### config.mk
export PLATFORM = sky130hd
export DESIGN_NAME = multi_hot_sequencer
export DESIGN_NICKNAME = d
export VERILOG_FILES = /design/src/rtl/memory_pkg.sv /design/src/rtl/rr_masked_picker.sv /design/src/rtl/multi_hot_sequencer.sv
export SDC_FILE = /design/constraint.sdc
export NUM_CORES = 1
export LEC_CHECK = 0
export CAP_MARGIN = 20
export CORE_ASPECT_RATIO = 1.25
export CORE_MARGIN = 2
export CORE_UTILIZATION = 33
export CTS_CLUSTER_DIAMETER = 50
export CTS_CLUSTER_SIZE = 8
export DETAILED_ROUTE_END_ITERATION = 8
export PLACE_DENSITY_LB_ADDON = 0.15
export SLEW_MARGIN = 20
export SYNTH_ARGS = -nofsm -noshare
export SYNTH_HDL_FRONTEND = slang
export SYNTH_SLANG_ARGS = --single-unit
### constraint.sdc
create_clock -name clk_i -period 9.4 [get_ports clk_i]
set_input_delay 0.94 -clock clk_i [delete_from_list [all_inputs] [get_ports clk_i]]
set_output_delay 0.94 -clock clk_i [all_outputs]
set_load 0.1 [all_outputs]
### src/rtl/memory_pkg.sv
// Shared D1 cache helper types: multi-hot sequencer selection policy and a
// population-count helper.
package memory_pkg;

   typedef enum logic {MH_SEQ_PRIO, MH_SEQ_RR} mh_seq_mode_t;

   // Widest vector the popcount helper handles; callers zero-extend into it.
   localparam int unsigned MH_SEQ_MAX_D = 256;

   function automatic int unsigned popcount(input logic [MH_SEQ_MAX_D-1:0] v);
      int unsigned c;
      c = 0;
      for (int unsigned i = 0; i < MH_SEQ_MAX_D; i++) begin
         c = c + 32'(v[i]);
      end
      return c;
   endfunction

endpackage

### src/rtl/rr_masked_picker.sv
// Combinational picker: lowest set bit (PRIO) or first set bit at/above ptr
// with wrap to the lowest set bit (RR).
module rr_masked_picker
   import memory_pkg::*;
#(
   parameter int unsigned  D    = 16,
   parameter int unsigned  E    = $clog2(D),
   parameter mh_seq_mode_t MODE = MH_SEQ_PRIO
) (
   input  logic [D-1:0] vec_i,
   input  logic [E-1:0] ptr_i,
   output logic [E-1:0] idx_o,
   output logic [D-1:0] oh_o,
   output logic         any_o
);

   logic [D-1:0] mask;
   logic [D-1:0] cand;
   logic         found;

   always_comb begin
      mask  = '0;
      cand  = '0;
      idx_o = '0;
      oh_o  = '0;
      found = 1'b0;
      any_o = |vec_i;
      // mask = vec & ~((1<<ptr)-1), expressed per bit as i >= ptr
      for (int unsigned i = 0; i < D; i++) begin
         mask[i] = vec_i[i] && (MODE == MH_SEQ_RR) && (E'(i) >= ptr_i);
      end
      cand = (|mask) ? mask : vec_i;
      for (int unsigned i = 0; i < D; i++) begin
         if (cand[i] && !found) begin
            idx_o   = E'(i);
            oh_o[i] = 1'b1;
            found   = 1'b1;
         end
      end
   end

endmodule

### src/rtl/multi_hot_sequencer.sv
// Walks every set bit of a multi-hot vector, emitting one index per accepted
// handshake; pulses done_o once the vector is drained.
module multi_hot_sequencer
   import memory_pkg::*;
#(
   parameter int unsigned  D    = 16,
   parameter int unsigned  E    = $clog2(D),
   parameter mh_seq_mode_t MODE = MH_SEQ_PRIO
) (
   input  logic         clk_i,
   input  logic         rst_ni,
   input  logic         flush_i,
   input  logic         mh_valid_i,
   output logic         mh_ready_o,
   input  logic [D-1:0] mh_decoded_i,
   output logic         idx_valid_o,
   input  logic         idx_ready_i,
   output logic [E-1:0] idx_o,
   output logic [D-1:0] idx_oh_o,
   output logic         last_o,
   output logic [E:0]   remaining_o,
   output logic         done_o
);

   typedef enum logic {ST_IDLE, ST_BUSY} state_e;

   state_e       state_q;
   logic [D-1:0] pending_q, pending_d;
   logic [E-1:0] ptr_q, ptr_d;
   logic         done_q;

   logic [E-1:0] sel_idx;
   logic [D-1:0] sel_oh;
   logic         sel_any;
   logic [E:0]   pop;
   logic         busy, hs, last;

   rr_masked_picker #(
      .D    (D),
      .E    (E),
      .MODE (MODE)
   ) u_picker (
      .vec_i (pending_q),
      .ptr_i (ptr_q),
      .idx_o (sel_idx),
      .oh_o  (sel_oh),
      .any_o (sel_any)
   );

   always_comb begin
      busy      = (state_q == ST_BUSY);
      pop       = (E+1)'(popcount(MH_SEQ_MAX_D'(pending_q)));
      last      = busy && (pop == (E+1)'(1));
      hs        = busy && idx_ready_i && sel_any;
      pending_d = pending_q & ~sel_oh;
      ptr_d     = (sel_idx == E'(D-1)) ? '0 : sel_idx + E'(1);
   end

   assign mh_ready_o  = !busy && !flush_i;
   assign idx_valid_o = busy;
   assign idx_o       = busy ? sel_idx : '0;
   assign idx_oh_o    = busy ? sel_oh : '0;
   assign last_o      = last;
   assign remaining_o = busy ? pop : '0;
   assign done_o      = done_q;

   always_ff @(posedge clk_i or negedge rst_ni) begin
      if (!rst_ni) begin
         state_q   <= ST_IDLE;
         pending_q <= '0;
         ptr_q     <= '0;
         done_q    <= 1'b0;
      end else begin
         done_q <= 1'b0;
         // flush wins over both accept and drain; ptr_q deliberately kept
         if (flush_i) begin
            pending_q <= '0;
            state_q   <= ST_IDLE;
         end else if (!busy) begin
            if (mh_valid_i) begin
               pending_q <= mh_decoded_i;
               if (|mh_decoded_i) state_q <= ST_BUSY;
               else               done_q  <= 1'b1;
            end
         end else if (hs) begin
            pending_q <= pending_d;
            if (MODE == MH_SEQ_RR) ptr_q <= ptr_d;
            if (last) begin
               state_q <= ST_IDLE;
               done_q  <= 1'b1;
            end
         end
      end
   end

endmodule

==> results.md <==
* Critical Path, Cell by Cell: inv_1 -> fa_1 -> fa_1 -> fa_1 -> fa_1 -> inv_1 -> ha_1 -> fa_1 -> or3_1 -> o21ai_0 -> o2111a_1 -> clkdlybuf4s50_1
* Final cell count without fillers at roughly 310
* Core area at about 0.0054 mm²
* Yosys warning total at 0
* Drt drc at 0
* EDFF count, synth at 0
* Area share of the largest cell type after synthesis at 24.64%
* Final Hold Fails at 0
* Register area share after synthesis at around 25%
* CTS root buf: clkbuf_8
* Syn Area/Cell at 8.961 µm²
* CP max-delay cell: clkdlybuf4s50_1
* Die Wd at ~71 µm
* Bufs and invs on worst path at 3
* CTS Buf Count at 3
* Setup Crit Path Kind: reg2out
* Total track usage at between 20% and 30%
* Nets@finish at 289
* Max incr delay on CP at 1.15 ns
* Met2 Use GR at between 30 and 40%
* Kind of cell adding the most delay to the critical path: adder cells
* Crit path DAT at 5.36 ns
* Top FF cell, synth: dfrtp_1
* Peak Freq at 158.9 MHz
* Top Ports at 50
* Status: complete, no violations
* Max-cap violations at 0
* Setup crit start kind: flop
* Commonest non-fill, non-tap cell in the layout: clkdlybuf4s50_1
* Commonest non-fill, non-tap cells in the layout: clkdlybuf4s50_1, inv_1, dfrtp_1, nor2_1
* Leak Pwr at about 0.00099 µW
* Hold Crit Class: reg2reg
* GRT overflow at 0
* Drt pass-1 iters at 4
* RSZ-0062 raised after global routing: false
* CP Capture Type: output port
* Starting Density at 33.82%
* Routability cong. at 0.8874
* Routed len/inst at between 15 and 20 µm
* Final min period at ~6.3 ns
* Die height at slightly below 90 µm
* Met3 usage at roughly 2.2%
* Synthesized flop and latch total at 18
* Slew headroom at about a third
* Most frequent CP cell: fa_1
* Layout area overhead at 32.03%
* Area of the die at 0.006154 mm²
* Grt met1 use at between 20% and 30%
* Synth area leader: dfrtp_1
* Routed Antenna Nets at 0
* Initial DRC Count at 140
* Fin. max-slew vios at 0
* Setup violations, final at 0
* PostCTS Resize Cnt at 0
* Post-CTS setup buffers at 0
* Largest net degree at the start of global routing at 19
* # H-tree levels at 1
* Cell count after placement at slightly above 300
* Clock transition at path regs at 0.08 ns
* Detailed Place HPWL at ~4500 µm
* FILL cells at between 500 and 600
* Cts hold-fix bufs at 0
* Maximum ir drop on the vdd rail at 127.6 µV
* Setup TNS at 0 ns
* Synth cell types at between 40 and 50
* CP max FO at 5
* Clock latency on the worst-skew pair at between 0.2 and 0.3 ns
* Post-DR vias/cell at around 5.8
* Crit share post-route at between 60% and 70%
* Busiest layer in global routing: met2
* Ant diodes at 0
* Initial antenna violation count at 0
* Final wirelength at slightly below 6000 µm
* Row cnt at 30
* Worst slew pin tran at between 0.9 and 1 ns
* Async SR Flop Fraction at 100.0%
* TritonCTS clock tree: yes
* Clock sinks at 18
* Critical Path RT at about 8.5 ns
* Vias in the first global route at between 1.5k and 2k
* Pwr Density at ~190 mW/mm²
* Share of post-route cells with drive strength above 1 at between 6 and 7%
* DR vias at roughly 1.8k
* Mapped Cells at slightly above 200
* Post-Syn Nets at around 240
* Setup skew after layout at around 0.0052 ns
* Max Root-Sink Buffers at 2
* PortBufs at around 50
* Cell Area, Synth at roughly 0.0018 mm²
* Top cells by area, synth: dfrtp_1, fa_1, ha_1
* First-pass GRT wire length at 9494 µm
-- worst reg2reg max path: stages, from the launching register on --
cell      delay [ns]
dfrtp_1         0.47
inv_1           0.14
fa_1            0.57
fa_1            0.43
fa_1            0.49
fa_1            0.50
inv_1           0.05
ha_1            0.20
fa_1            0.42
or3_1           0.32
o21ai_0         0.09
o2111a_1        0.27
a211oi_1        0.09
-- path summary, 6_finish.rpt --
kind	startpoint	to	slack [ns]	cells after the start
hold / removal	pending_q[0]	pending_q[0]	0.55	1
min in group asynchronous	rst_ni	idx_valid_o	1.20	1
hold reg to reg	pending_q[0]	pending_q[0]	0.55	1
setup reg to reg	pending_q[5]	idx_valid_o	5.25	12
max in group asynchronous	rst_ni	pending_q[7]	7.63	1
setup / recovery	pending_q[5]	last_o	3.10	12
-- synth_stat cells, types with 3 or more instances --
cell	instances
inv_1	28
dfrtp_1	18
nor2_1	11
a221o_1	10
fa_1	10
nor3_1	10
a21oi_1	9
ha_1	9
nor4_1	8
clkbuf_1	6
nand2_1	6
a211oi_1	5
and2_1	5
and3_1	5
a21o_1	4
a22o_1	4
nor2b_1	4
o211ai_1	4
a31oi_1	3
nand2b_1	3
nor4_2	3
o21ai_0	3
o21ai_1	3
o22ai_1	3
-- state kept, by name (all words and copies together), names as in the netlist --
| signal | count |
|---|---|
| pending_q | 16 |
| done_o | 1 |
| idx_valid_o | 1 |
-- layout make-up --
| type | instances | area (µm²) | area share, % |
|---|---|---|---|
| multi-input cells | 149 | 1232 | 51.06 |
| inverters | 28 | 105.1 | 4.355 |
| clock buffers | 4 | 55.05 | 2.281 |
| well taps | 64 | 80.08 | 3.318 |
| flip-flops and latches | 18 | 450.4 | 18.66 |
| repair buffers | 49 | 490.5 | 20.32 |
-- through the flow --
| step | cell area [µm²] | util, % | worst slack, ns | hold slack, ns | total power [µW] |
|---|---|---|---|---|---|
| floorplan | 1828 | - | 3.416 | 0.4942 | 308.2 |
| global route | 2414 | 44.65 | 2.892 | 0.5711 | 480.1 |
| detailed placement | 2359 | 43.63 | 3.402 | 0.5371 | 381.1 |
| CTS | 2414 | 44.65 | 3.081 | 0.5582 | 451.2 |
| finish | 2414 | 44.65 | 3.105 | 0.5482 | 449.3 |
| global placement | 2359 | 43.63 | 3.457 | 0.5241 | 382.1 |
-- metal layers --
layer	up-vias	wire, µm
li1	848	-
met1	873	2597
met5	-	0
met4	0	166
met2	64	2847
met3	11	286
-- where the power goes --
| group | internal [µW] | switching (µW) |
|---|---|---|
| registers | 83.4 | 13.6 |
| logic | 86.3 | 197 |
| clock network | 37.4 | 31.8 |
-- logic make-up after synthesis --
logic type | after synthesis | share of synthesized area [%]
simple gates | 73 | 26.49
compound gates | 56 | 23.34
buf+inv | 37 | 7.940
fa+ha+maj | 19 | 17.11
flops | 18 | 24.64
xor+xnor | 1 | 0.4792
(Power assumes the default switching activity.)
==> patch 1, RTL diff (same flow settings) <==
`D` is set to 16 in 2 places; all go to 8.
--- a/src/rtl/rr_masked_picker.sv
+++ b/src/rtl/rr_masked_picker.sv
@@ -3,7 +3,7 @@
 module rr_masked_picker
    import memory_pkg::*;
 #(
-   parameter int unsigned  D    = 16,
+   parameter int unsigned  D    = 8,
    parameter int unsigned  E    = $clog2(D),
    parameter mh_seq_mode_t MODE = MH_SEQ_PRIO
 ) (
--- a/src/rtl/multi_hot_sequencer.sv
+++ b/src/rtl/multi_hot_sequencer.sv
@@ -3,7 +3,7 @@
 module multi_hot_sequencer
    import memory_pkg::*;
 #(
-   parameter int unsigned  D    = 16,
+   parameter int unsigned  D    = 8,
    parameter int unsigned  E    = $clog2(D),
    parameter mh_seq_mode_t MODE = MH_SEQ_PRIO
 ) (
Ports: changed (resized idx_o, idx_oh_o, mh_decoded_i and remaining_o); port bits go from 50 to 32. No check against the original RTL was run, so the function may have changed too.
==> patch 1 against the unedited design <==
- final area fell by 47%
- critical path depth fell by 1
- synthesized cell count fell by 49%
- setup slack improved by 790 ps
- wire length fell by 58%
- synthesized area fell by 50%
- sequential cell count fell by 8
- combinational power fell by 62%
- non-clock buffer count fell by 18
- clock power fell by 43%
- register-to-register slack improved by 780 ps
- core utilization rose by 3.7 points
- power fell by 56%
==> patch 1: results <==
{
  "place_inst": 167,
  "cts_buffers": 3,
  "track_usage_pct": 17.6,
  "cts_root_buffer": "clkbuf_4",
  "wl_um": 2500,
  "synthArstFlopShare_pct": 100,
  "critPathMaxStageDelay_ps": 1180,
  "largest-register": "pending_q",
  "power_leakage_nw": 0.550,
  "synth_common_cells": "inv_1, dfrtp_1, nand2_1",
  "critPathMaxFanout": 8,
  "fin_nets": 162,
  "grt_max_degree": 16,
  "port_buffers": 31,
  "reg2reg_to": "done_o$_DFF_PN0_",
  "via_count": 869,
  "cts_max_level": 1,
  "synth_area_leaders": "dfrtp_1, ha_1, fa_1",
  "reg2reg_from": "pending_q[3]$_DFFE_PN0P_",
  "finalClockSkew_ps": 1.47,
  "worstHoldPathType": "flop to flop",
  "synthesis.nets": 129,
  "grt_pass1_wl_um": 4350,
  "synth.avg_cell_area_um2": 8.70,
  "grt_pass1_vias": 942,
  "ys_seq_area_share_pct": 27.4,
  "ir_drop_mv": 0.0779,
  "first_iter_violations": 29,
  "place.gp.congestion": 0.839,
  "drive_gt1_share_pct": 7.30,
  "place_hpwl_um": 2000,
  "largest_reg_flops": 8,
  "reg2reg_slack_ps": 6030,
  "status": "complete, no violations",
  "slew-limit-headroom_pct": 34.8,
  "routed_via_density": 5.08,
  "ys_types": 37,
  "holdPathStages": 1,
  "cts_setup_buffers": 0
}
-- patch 1: kinds of logic after synthesis --
group                    after synthesis  synth area share [%]
AO/OA/AOI/OAI                         25                  20.4
AND/OR/NAND/NOR                       41                  24.2
buffers and inverters                 16                  7.53
multiplexers                           1                  1.10
adder cells (fa/ha/maj)               11                  18.4
XOR/XNOR                               1                 0.959
flip-flops                            10                  27.4
-- patch 1: worst max-delay path by stage --
stage                        startpoint     endpoint  slack (ps)  cells past startpoint
2_1_floorplan     idx_valid_o$_DFF_PN0_  idx_oh_o[7]        4270                      2
4_1_cts        pending_q[3]$_DFFE_PN0P_       last_o        3860                     11
5_1_grt        pending_q[3]$_DFFE_PN0P_       last_o        3670                     11
6_report       pending_q[3]$_DFFE_PN0P_       last_o        3900                     11
3_3_place_gp   pending_q[0]$_DFFE_PN0P_       last_o        4250                     11
3_5_place_dp   pending_q[0]$_DFFE_PN0P_       last_o        4170                     11
-- patch 1: area by class of cell --
class	instances	area, um2
multi-input combinational	79	594
timing repair buffer	31	310
fill	270	1370
sequential	10	250
tap	34	42.5
clock buffer	4	36.3
inverter	13	48.8
-- patch 1: through the flow --
step / hold WS (ps) / util, % / instance area (um2) / setup WS, ps
global placement: 586 / 47.0 / 1250 / 4250
CTS: 621 / 48.3 / 1280 / 3860
detailed placement: 602 / 47.0 / 1250 / 4170
global route: 654 / 48.3 / 1280 / 3670
floorplan: 551 / - / 913 / 4270
finish: 611 / 48.3 / 1280 / 3900
-- patch 1: critical path: cells and delay by family (launching register included) --
family / cells / cell delay, ps
buf+inv: 4 / 1360
compound gates: 1 / 290
flops: 1 / 470
simple gates: 1 / 90
fa+ha+maj: 5 / 2090
-- patch 1: report_power, final --
part | total (mW) | switching [mW] | internal, mW
clock network | 0.0394 | 0.0158 | 0.0235
logic | 0.107 | 0.0746 | 0.0327
registers | 0.0524 | 0.00637 | 0.0460
-- patch 1: layer usage --
layer  global-route usage (%)  wire [um]  part of all wire [%]  up-vias
met5                        0          0                     0        -
met2                     26.1       1200                    48       31
li1                         -          -                     -      437
met3                    0.718         85                   3.4        4
met4                     10.5         44                   1.8        0
met1                     24.9       1170                    47      397
==> patch 2, RTL diff (same flow settings) <==
Made on the original files. Reset style: synchronous (`rst_ni`), changed in one clocked block.
--- a/src/rtl/multi_hot_sequencer.sv
+++ b/src/rtl/multi_hot_sequencer.sv
@@ -64,7 +64,7 @@
    assign remaining_o = busy ? pop : '0;
    assign done_o      = done_q;
 
-   always_ff @(posedge clk_i or negedge rst_ni) begin
+   always_ff @(posedge clk_i) begin
       if (!rst_ni) begin
          state_q   <= ST_IDLE;
          pending_q <= '0;
Check against the original RTL: not settled (the Yosys comparison gave no result); the edit may change what the design does.
==> patch 2 against the unedited design <==
- synthesized area decreased by 6.0%
- final cell count rose by 3.8%
- setup slack improved by 130 ps
- wire length decreased by 13%
- non-clock buffer count is 1 higher
- sequential cell count unchanged
- final area shrank 5.8%
- synthesized cell count rose by 8.3%
- highest routed layer unchanged
Power is not compared: it rests on default switching activity, and its combinational part moved more than twofold at a synthesized area within 25%.
==> patch 2: results <==
{
  "grt_pass1_vias": 1737,
  "clk_pin_slew_ps": 60,
  "fillers": 535,
  "first_iter_violations": 92,
  "fin_nets": 304,
  "synth_flop_cell": "dfxtp_1",
  "finalClockSkew_ps": 3.68,
  "final_cells": 324,
  "worstMarginPinSlew_ps": 977,
  "place.gp.congestion": 0.828,
  "track_usage_pct": 19.6,
  "wl_um": 5150,
  "grt_pass1_wl_um": 8600,
  "cts_resized": 0,
  "placedInstanceArea_um2": 2230,
  "drive_gt1_share_pct": 4.96,
  "routed_via_density": 5.34,
  "synth_area_leaders": "dfxtp_1, fa_1, ha_1",
  "synthesis.nets": 261,
  "syn_inst": 221,
  "arrival_ps": 5230,
  "ys_types": 48,
  "synthArstFlopShare_pct": 0,
  "place_hpwl_um": 4240,
  "critPathMaxFanout": 8,
  "ys_seq_area_share_pct": 21.0,
  "status": "complete, no violations",
  "grt_max_degree": 24
}
patch 2: power by group through the flow:
stage | clock (mW) | combinational, mW | sequential, mW
after CTS | 0.0540 | 0.101 | 0.0835
after global routing | 0.0580 | 0.110 | 0.0842
after global placement | 0 | 0.101 | 0.0852
after floorplan | 0 | 0.0713 | 0.0851
final | 0.0532 | 0.100 | 0.0836
after detailed placement | 0 | 0.100 | 0.0852
patch 2: worst max-delay path, cell delays in order, from the launching register on:
cell             delay (ps)
dfxtp_1                 500
inv_1                   170
fa_1                    570
fa_1                    430
fa_1                    480
fa_1                    490
inv_1                    40
ha_1                    200
fa_1                    460
a211oi_1                220
a31oi_1                  80
nor3_1                  180
clkdlybuf4s50_1        1150
patch 2: per-stage QoR:
| step | worst slack (ps) | utilization (%) |
|---|---|---|
| global placement | 3630 | 44.3 |
| detailed placement | 3480 | 44.3 |
| CTS | 3200 | 45.1 |
| floorplan | 2700 | - |
| finish | 3230 | 45.1 |
| global route | 3050 | 45.1 |
patch 2: per-layer routing:
metal	vias up	global-route usage, %	wire length, um
met1	815	27.6	2350
met3	4	0.938	185
met2	47	32.0	2550
met4	0	5.45	64
li1	865	-	-
met5	-	0	0
patch 2: worst paths after layout:
| kind | slack, ps | endpoint | cells past startpoint | startpoint |
|---|---|---|---|---|
| hold reg to reg | 550 | pending_q[15]$_SDFFE_PP0P_ | 2 | pending_q[15]$_SDFFE_PP0P_ |
| setup / recovery | 3230 | last_o | 12 | pending_q[5]$_SDFFE_PP0P_ |
| setup reg to reg | 5000 | done_o$_SDFF_PP0_ | 12 | pending_q[5]$_SDFFE_PP0P_ |
| hold / removal | 550 | pending_q[15]$_SDFFE_PP0P_ | 2 | pending_q[15]$_SDFFE_PP0P_ |
patch 2: cell type report:
type | count | share of cell area (%)
Sequential cell | 18 | 15.9
Multi-Input combinational cell | 164 | 52.6
Tap cell | 62 | 3.41
Clock buffer | 3 | 1.82
Timing Repair Buffer | 50 | 21.9
Inverter | 27 | 4.46
patch 2: logic make-up (layout without fill, tap and decap cells):
kind of cell | count (synthesis) | count (layout) | share of synthesized area (%)
muxes | 1 | 1 | 0.583
DFF | 18 | 18 | 21.0
xor gates and xnor gates | 2 | 2 | 1.02
adders and majority gates | 19 | 19 | 18.2
AOI/OAI and AO/OA | 55 | 55 | 21.6
and+or+nand+nor | 87 | 87 | 28.1
buffers and inverters | 39 | 80 | 9.47
